--- config.mk ---
export PLATFORM = sky130hd
export DESIGN_NAME = mc_sequencer
export DESIGN_NICKNAME = d
export VERILOG_FILES = /design/src/rtl/mc_sequencer.sv
export SDC_FILE = /design/constraint.sdc
export NUM_CORES = 1
export LEC_CHECK = 0
export ABC_AREA = 1
export ABC_CLOCK_PERIOD_IN_PS = 2900
export CAP_MARGIN = 20
export CORE_ASPECT_RATIO = 1.5
export CORE_MARGIN = 5
export CORE_UTILIZATION = 50
export DETAILED_ROUTE_END_ITERATION = 8
export PLACE_DENSITY_LB_ADDON = 0.15
export SLEW_MARGIN = 40
export SYNTH_ARGS = -nofsm -noshare
export SYNTH_HDL_FRONTEND = slang
export SYNTH_SLANG_ARGS = --single-unit
export TNS_END_PERCENT = 1
--- constraint.sdc ---
create_clock -name clk -period 2.9 [get_ports clk]
set_clock_uncertainty 0.2 [all_clocks]
set_input_delay 0.725 -clock clk [delete_from_list [all_inputs] [get_ports clk]]
set_output_delay 0.725 -clock clk [all_outputs]
set_load 0.02 [all_outputs]
--- src/rtl/mc_sequencer.sv ---
// Multi-cycle RISC-V control sequencer.
// Steps each instruction through fetch, decode, execute, memory and
// write-back phases and drives the datapath enables and mux selects.
// A bounded wait counter guards every memory handshake. An illegal opcode
// or a memory timeout parks the machine in TRAP until reset.
module mc_sequencer #(
  parameter int unsigned WAIT_LIMIT = 15
) (
  input  logic       clk,
  input  logic       reset_n,
  input  logic [6:0] opcode,
  input  logic       Btaken,
  input  logic       mem_ready,
  output logic       IRWrite,
  output logic       PCWrite,
  output logic       RegWrite,
  output logic       MemRead,
  output logic       MemWrite,
  output logic       AdrSrc,
  output logic [1:0] ResultSrc,
  output logic [1:0] ALUSrc_A,
  output logic [1:0] ALUSrc_B,
  output logic [1:0] ALUop,
  output logic [1:0] PCSrc,
  output logic       instr_done,
  output logic       trap,
  output logic [3:0] state
);

  typedef enum logic [3:0] {
    S_FETCH    = 4'd0,
    S_DECODE   = 4'd1,
    S_MEMADR   = 4'd2,
    S_MEMREAD  = 4'd3,
    S_MEMWB    = 4'd4,
    S_MEMWRITE = 4'd5,
    S_EXEC_R   = 4'd6,
    S_EXEC_I   = 4'd7,
    S_ALUWB    = 4'd8,
    S_BRANCH   = 4'd9,
    S_JAL      = 4'd10,
    S_JALR     = 4'd11,
    S_UPPER    = 4'd12,
    S_TRAP     = 4'd13
  } state_t;

  // Opcodes recognised in DECODE.
  localparam logic [6:0] OP_LOAD   = 7'b0000011;
  localparam logic [6:0] OP_STORE  = 7'b0100011;
  localparam logic [6:0] OP_R      = 7'b0110011;
  localparam logic [6:0] OP_I      = 7'b0010011;
  localparam logic [6:0] OP_BRANCH = 7'b1100011;
  localparam logic [6:0] OP_JAL    = 7'b1101111;
  localparam logic [6:0] OP_JALR   = 7'b1100111;
  localparam logic [6:0] OP_LUI    = 7'b0110111;
  localparam logic [6:0] OP_AUIPC  = 7'b0010111;
  localparam logic [6:0] OP_SYSTEM = 7'b1110011;

  // The last count at which a missing mem_ready is still tolerated; one more
  // idle cycle means WAIT_LIMIT cycles have been spent waiting.
  localparam logic [3:0] WAIT_LAST = 4'(WAIT_LIMIT - 1);

  // ALU operand and operation encodings presented to the datapath.
  localparam logic [1:0] A_PC     = 2'b00;
  localparam logic [1:0] A_OLDPC  = 2'b01;
  localparam logic [1:0] A_RS1    = 2'b10;
  localparam logic [1:0] B_RS2    = 2'b00;
  localparam logic [1:0] B_IMM    = 2'b01;
  localparam logic [1:0] B_FOUR   = 2'b10;
  localparam logic [1:0] ALU_ADD  = 2'b00;
  localparam logic [1:0] ALU_CMP  = 2'b01;
  localparam logic [1:0] ALU_FUNC = 2'b10;
  localparam logic [1:0] ALU_UP   = 2'b11;

  // Result and PC source encodings.
  localparam logic [1:0] RES_ALUOUT = 2'b00;
  localparam logic [1:0] RES_DATA   = 2'b01;
  localparam logic [1:0] RES_PC4    = 2'b10;
  localparam logic [1:0] PC_PLUS4   = 2'b00;
  localparam logic [1:0] PC_ALUOUT  = 2'b01;
  localparam logic [1:0] PC_ALURES  = 2'b10;

  state_t     state_q;
  logic [3:0] wait_cnt;
  logic [6:0] op_q;

  // State register, wait counter and the opcode captured in DECODE.
  // NOTE: every register here uses <= so all of them update from the values
  // that held before the edge; blocking assignments would leak new values
  // into later statements of the same block.
  always_ff @(posedge clk or negedge reset_n) begin
    if (!reset_n) begin
      state_q  <= S_FETCH;
      wait_cnt <= '0;
      op_q     <= '0;
    end else begin
      case (state_q)
        S_FETCH, S_MEMREAD, S_MEMWRITE: begin
          if (mem_ready) begin
            wait_cnt <= '0;
            case (state_q)
              S_FETCH:   state_q <= S_DECODE;
              S_MEMREAD: state_q <= S_MEMWB;
              default:   state_q <= S_FETCH;
            endcase
          end else if (wait_cnt == WAIT_LAST) begin
            wait_cnt <= '0;
            state_q  <= S_TRAP;
          end else begin
            wait_cnt <= wait_cnt + 4'd1;
          end
        end
        S_DECODE: begin
          op_q <= opcode;
          case (opcode)
            OP_LOAD, OP_STORE:  state_q <= S_MEMADR;
            OP_R:               state_q <= S_EXEC_R;
            OP_I, OP_SYSTEM:    state_q <= S_EXEC_I;
            OP_BRANCH:          state_q <= S_BRANCH;
            OP_JAL:             state_q <= S_JAL;
            OP_JALR:            state_q <= S_JALR;
            OP_LUI, OP_AUIPC:   state_q <= S_UPPER;
            default:            state_q <= S_TRAP;
          endcase
        end
        // Only loads and stores reach MEMADR, so the store opcode alone
        // separates the two paths.
        S_MEMADR:  state_q <= (op_q == OP_STORE) ? S_MEMWRITE : S_MEMREAD;
        S_EXEC_R,
        S_EXEC_I,
        S_UPPER:   state_q <= S_ALUWB;
        S_MEMWB,
        S_ALUWB,
        S_BRANCH,
        S_JAL,
        S_JALR:    state_q <= S_FETCH;
        S_TRAP:    state_q <= S_TRAP;
        // Codes 14 and 15 are not legal states.
        default:   state_q <= S_TRAP;
      endcase
    end
  end

  // Datapath controls decoded from the current state.
  // NOTE: every output gets its default before the case so no path through
  // this block leaves a signal unassigned, which would infer a latch.
  always_comb begin
    IRWrite    = 1'b0;
    PCWrite    = 1'b0;
    RegWrite   = 1'b0;
    MemRead    = 1'b0;
    MemWrite   = 1'b0;
    AdrSrc     = 1'b0;
    ResultSrc  = RES_ALUOUT;
    ALUSrc_A   = A_PC;
    ALUSrc_B   = B_RS2;
    ALUop      = ALU_ADD;
    PCSrc      = PC_PLUS4;
    instr_done = 1'b0;
    trap       = 1'b0;
    // Holding reset forces every control quiet, even though the state
    // register already reads FETCH. After release, FETCH drives MemRead
    // before the first edge.
    if (reset_n) begin
      case (state_q)
        S_FETCH: begin
          MemRead  = 1'b1;
          ALUSrc_A = A_PC;
          ALUSrc_B = B_FOUR;
          // IR and PC are committed only in the cycle the fetch completes.
          IRWrite  = mem_ready;
          PCWrite  = mem_ready;
        end
        S_DECODE: begin
          // Precompute PC-relative targets for branches and JAL.
          ALUSrc_A = A_OLDPC;
          ALUSrc_B = B_IMM;
        end
        S_MEMADR: begin
          ALUSrc_A = A_RS1;
          ALUSrc_B = B_IMM;
        end
        S_MEMREAD: begin
          MemRead = 1'b1;
          AdrSrc  = 1'b1;
        end
        S_MEMWB: begin
          RegWrite   = 1'b1;
          ResultSrc  = RES_DATA;
          instr_done = 1'b1;
        end
        S_MEMWRITE: begin
          MemWrite   = 1'b1;
          AdrSrc     = 1'b1;
          instr_done = mem_ready;
        end
        S_EXEC_R: begin
          ALUSrc_A = A_RS1;
          ALUSrc_B = B_RS2;
          ALUop    = ALU_FUNC;
        end
        S_EXEC_I: begin
          ALUSrc_A = A_RS1;
          ALUSrc_B = B_IMM;
          ALUop    = ALU_FUNC;
        end
        S_UPPER: begin
          ALUSrc_A = A_OLDPC;
          ALUSrc_B = B_IMM;
          ALUop    = ALU_UP;
        end
        S_ALUWB: begin
          RegWrite   = 1'b1;
          ResultSrc  = RES_ALUOUT;
          instr_done = 1'b1;
        end
        S_BRANCH: begin
          ALUSrc_A   = A_RS1;
          ALUSrc_B   = B_RS2;
          ALUop      = ALU_CMP;
          PCSrc      = PC_ALUOUT;
          PCWrite    = Btaken;
          instr_done = 1'b1;
        end
        S_JAL: begin
          PCWrite    = 1'b1;
          PCSrc      = PC_ALUOUT;
          RegWrite   = 1'b1;
          ResultSrc  = RES_PC4;
          instr_done = 1'b1;
        end
        S_JALR: begin
          ALUSrc_A   = A_RS1;
          ALUSrc_B   = B_IMM;
          PCWrite    = 1'b1;
          PCSrc      = PC_ALURES;
          RegWrite   = 1'b1;
          ResultSrc  = RES_PC4;
          instr_done = 1'b1;
        end
        S_TRAP: trap = 1'b1;
        default: ;
      endcase
    end
  end

  assign state = state_q;

endmodule

==> results list <==
- Worst reg2reg startpoint: state[1]
- Across all hold checks on the routed design, the worst slack comes to about 290 ps.
* Time the worst path needs with I/O delays and setup: 2930 ps
- Leak pwr: approximately 0.00074 uW
- Maximum achievable frequency: between 300 and 400 MHz
- STA classifies the critical path endpoint as an output port.
* Number of buffers added for setup after CTS: 0
- Violated checks: negative setup slack
- Number of cell rows: 21
* Peak VDD IR: 272 uV
- Number of distinct library cells after synthesis: 26
* Via-per-instance ratio: approximately 5.3
- In this run the vertical extent of the chip is about 68 microns.
- Number of hold violations in the final report: 0
* Final worst path period share: 101%
* Unrepaired setup endpoints after global routing: yes
- The number of global-route vias before repair is around 1200.
* Initial Utilization: about half
- The die is approximately 49 microns wide.
* Total via count in the routed design: about 1200
* Startpoint of the worst hold path: op_q[0]
- CTS tree: yes
- The floorplan step defined a core boundary enclosing ~2200 sq um.
- Total die area: about 3400 sq um
- Once the clock tree was built, the resizer swapped between 50 and 60 gates to a different size.
* Count of warnings emitted by yosys: 0
- Total half-perimeter wirelength after legalization and detailed placement: roughly 2400 microns
- Clock sink count: 15
* H-tree Lvls: 1
- Count of hold buffers inserted by post-cts repair: 0
- At the worst endpoint, the arrival time is roughly 2000 ps.
- Syn_area_per_cell: ~7 sq um
* Number of register bits inferred by synthesis: 15
- In this run the clock root is driven by a clkbuf_4.
- Crit path from: reset_n
- Synthesis produced a netlist whose cell count is between 150 and 200.
- Actual slew at the worst max-slew pin: 305 ps
- Post-route setup slack: -28.3 ps
- Diode count: 0
- The flow ran to the end, but the final reports show violations.
* Clock buffer depth: 2
* Cell Area, Placed: around 1500 sq um
- Count of pins over their slew limit: 0
* GPL Wtd Cong: 0.906
- Gr ovfl total: 0
- # Max-Cap Violations: 0
* Clock latency at the later pin of the worst-skew pair: about 280 ps
- Sort of element at the start of the critical path: input pin
- The post-route netlist has between 20% and 30% of its cells at a drive strength greater than 1.
- Pre-CTS setup slack: -406 ps
* Net count of the mapped netlist: about 180
- Summed over all instances, the cell type with the most area after synthesis is dfrtp_1.
- In the final routed layout, each cell accounts on average for between 10 and 15 microns.
- Top fanout value on the critical path: 8
- After detailed routing, the total wire length is between 2000 and 3000 microns.
- Worst setup path class: in -> out
- Before antenna repair, the detailed router went through 5 iterations.
* Net total in the final layout: 219
- HP Class: reg -> reg
- Power Dens Cells: ~250 nW/um^2
- I/O Pins: 33
- The first global-routing pass estimated about 4800 microns of wire.
- Antenna-violating nets left: 0
- Across every metal layer, demand over resource in global routing totals between 10% and 20%.
- Counting the buffers created by CTS gives 3.
* Normalized max-slew margin: between 70% and 80%
- Setup violations, final: 2
- The finished cells cover approximately 1500 sq um.
- Largest net degree at the start of global routing: 16
- Drt initial violations: 34
- Area overhead of the layout relative to synthesis: 30.2%
- For the worst setup path, the data required time is between 1500 and 2000 ps.
* Clock edge transition at the registers on the reported setup and hold paths: approximately 90 ps
- Share of the yosys chip area belonging to registers: 33.0%
- Remaining routing DRC violations: 0
- Yosys top cell area share: 33.0%
- In this run the tool buffered the top-level ports with 32 buffer cells.
- Worst reg2reg setup slack: ~1200 ps
- Syn Std Cell Area: around 1100 sq um
- The initial antenna violation count is 0.
* Largest cells by area after synthesis: dfrtp_1 (33%), nand2_1 (14%), nand3_1 (6.2%)
## power breakdown
group,switching (uW),leakage (uW),total (uW),internal (uW)
Combinational,23.6,0.000588,43.4,19.8
Sequential,0,0.000136,209,209
Clock,69.4,0.0000177,121,51.3
## critical path, stage by stage
cell and delay, ps:
clkdlybuf4s50_1 500, clkinv_1 130, buf_4 180, a31oi_1 150, clkdlybuf4s15_1 320
## cell usage in the layout, fill, tap and decap left out, types with 4 or more instances in the layout
cell type and count:
o21ai_1 5, clkdlybuf4s50_1 14, nand2_1 43, inv_1 16, inv_2 7, buf_2 7, o21ai_2 4, nor3_1 7
nand3_1 14, a21oi_1 8, buf_4 6, nor2_1 18, nor2_4 4, dfrtp_1 15, clkbuf_2 6
## cell usage after synthesis, drive strengths merged
master / count
xor2: 1
xnor2: 1
clkbuf: 1
a31oi: 3
nand3: 15
nor4: 1
nor3: 7
buf: 1
o21ai: 11
nand2: 49
inv: 23
ha: 2
dfrtp: 15
nand4: 1
nor2: 22
a21oi: 10
o211ai: 1
clkinv: 1
## path summary, 6_finish.rpt
kind                       cells after the start     endpoint
min in group asynchronous                      2  wait_cnt[2]
max reg2reg                                    8     state[1]
min reg2reg                                    2      op_q[0]
max in group asynchronous                      2     state[0]
max                                            5      PCWrite
min                                            2      op_q[0]
## flip-flops by register name, indices dropped and copies added (netlist names)
register,flops
op_q,7
state,4
wait_cnt,4
## logic make-up after synthesis
kind of cell	share of synthesized area, %
AND/OR/NAND/NOR	40.5
XOR/XNOR	1.54
AO/OA/AOI/OAI	13.5
flip-flops	33.0
adder cells (fa/ha/maj)	2.20
buffers and inverters	9.23
## metal layers
layer	wire length, microns	global-route usage [%]	share of wire (%)
met5	0	0	0
met4	93	12.5	3.2
met3	167	3.92	5.8
met2	1600	35.9	55
met1	1040	16.7	36
## layout make-up
cell class / instances / area, sq um
Fill cell: 196 / 724
Multi-Input combinational cell: 124 / 658
Sequential cell: 15 / 375
Timing Repair Buffer: 38 / 303
Inverter: 24 / 90.1
Tap cell: 23 / 28.8
Clock buffer: 3 / 22.5
Clock inverter: 1 / 5.00
## stage by stage
step | util [%] | power [uW] | setup TNS, ps | cells
floorplan | - | 228 | 0 | 165
global placement | 68.8 | 256 | -5040 | 224
detailed placement | 68.8 | 257 | -5760 | 224
CTS | 68.9 | 378 | -57.5 | 228
global route | 67.2 | 394 | -149 | 228
finish | 67.2 | 373 | -37.0 | 228
Power figures use the tool's default switching activity.
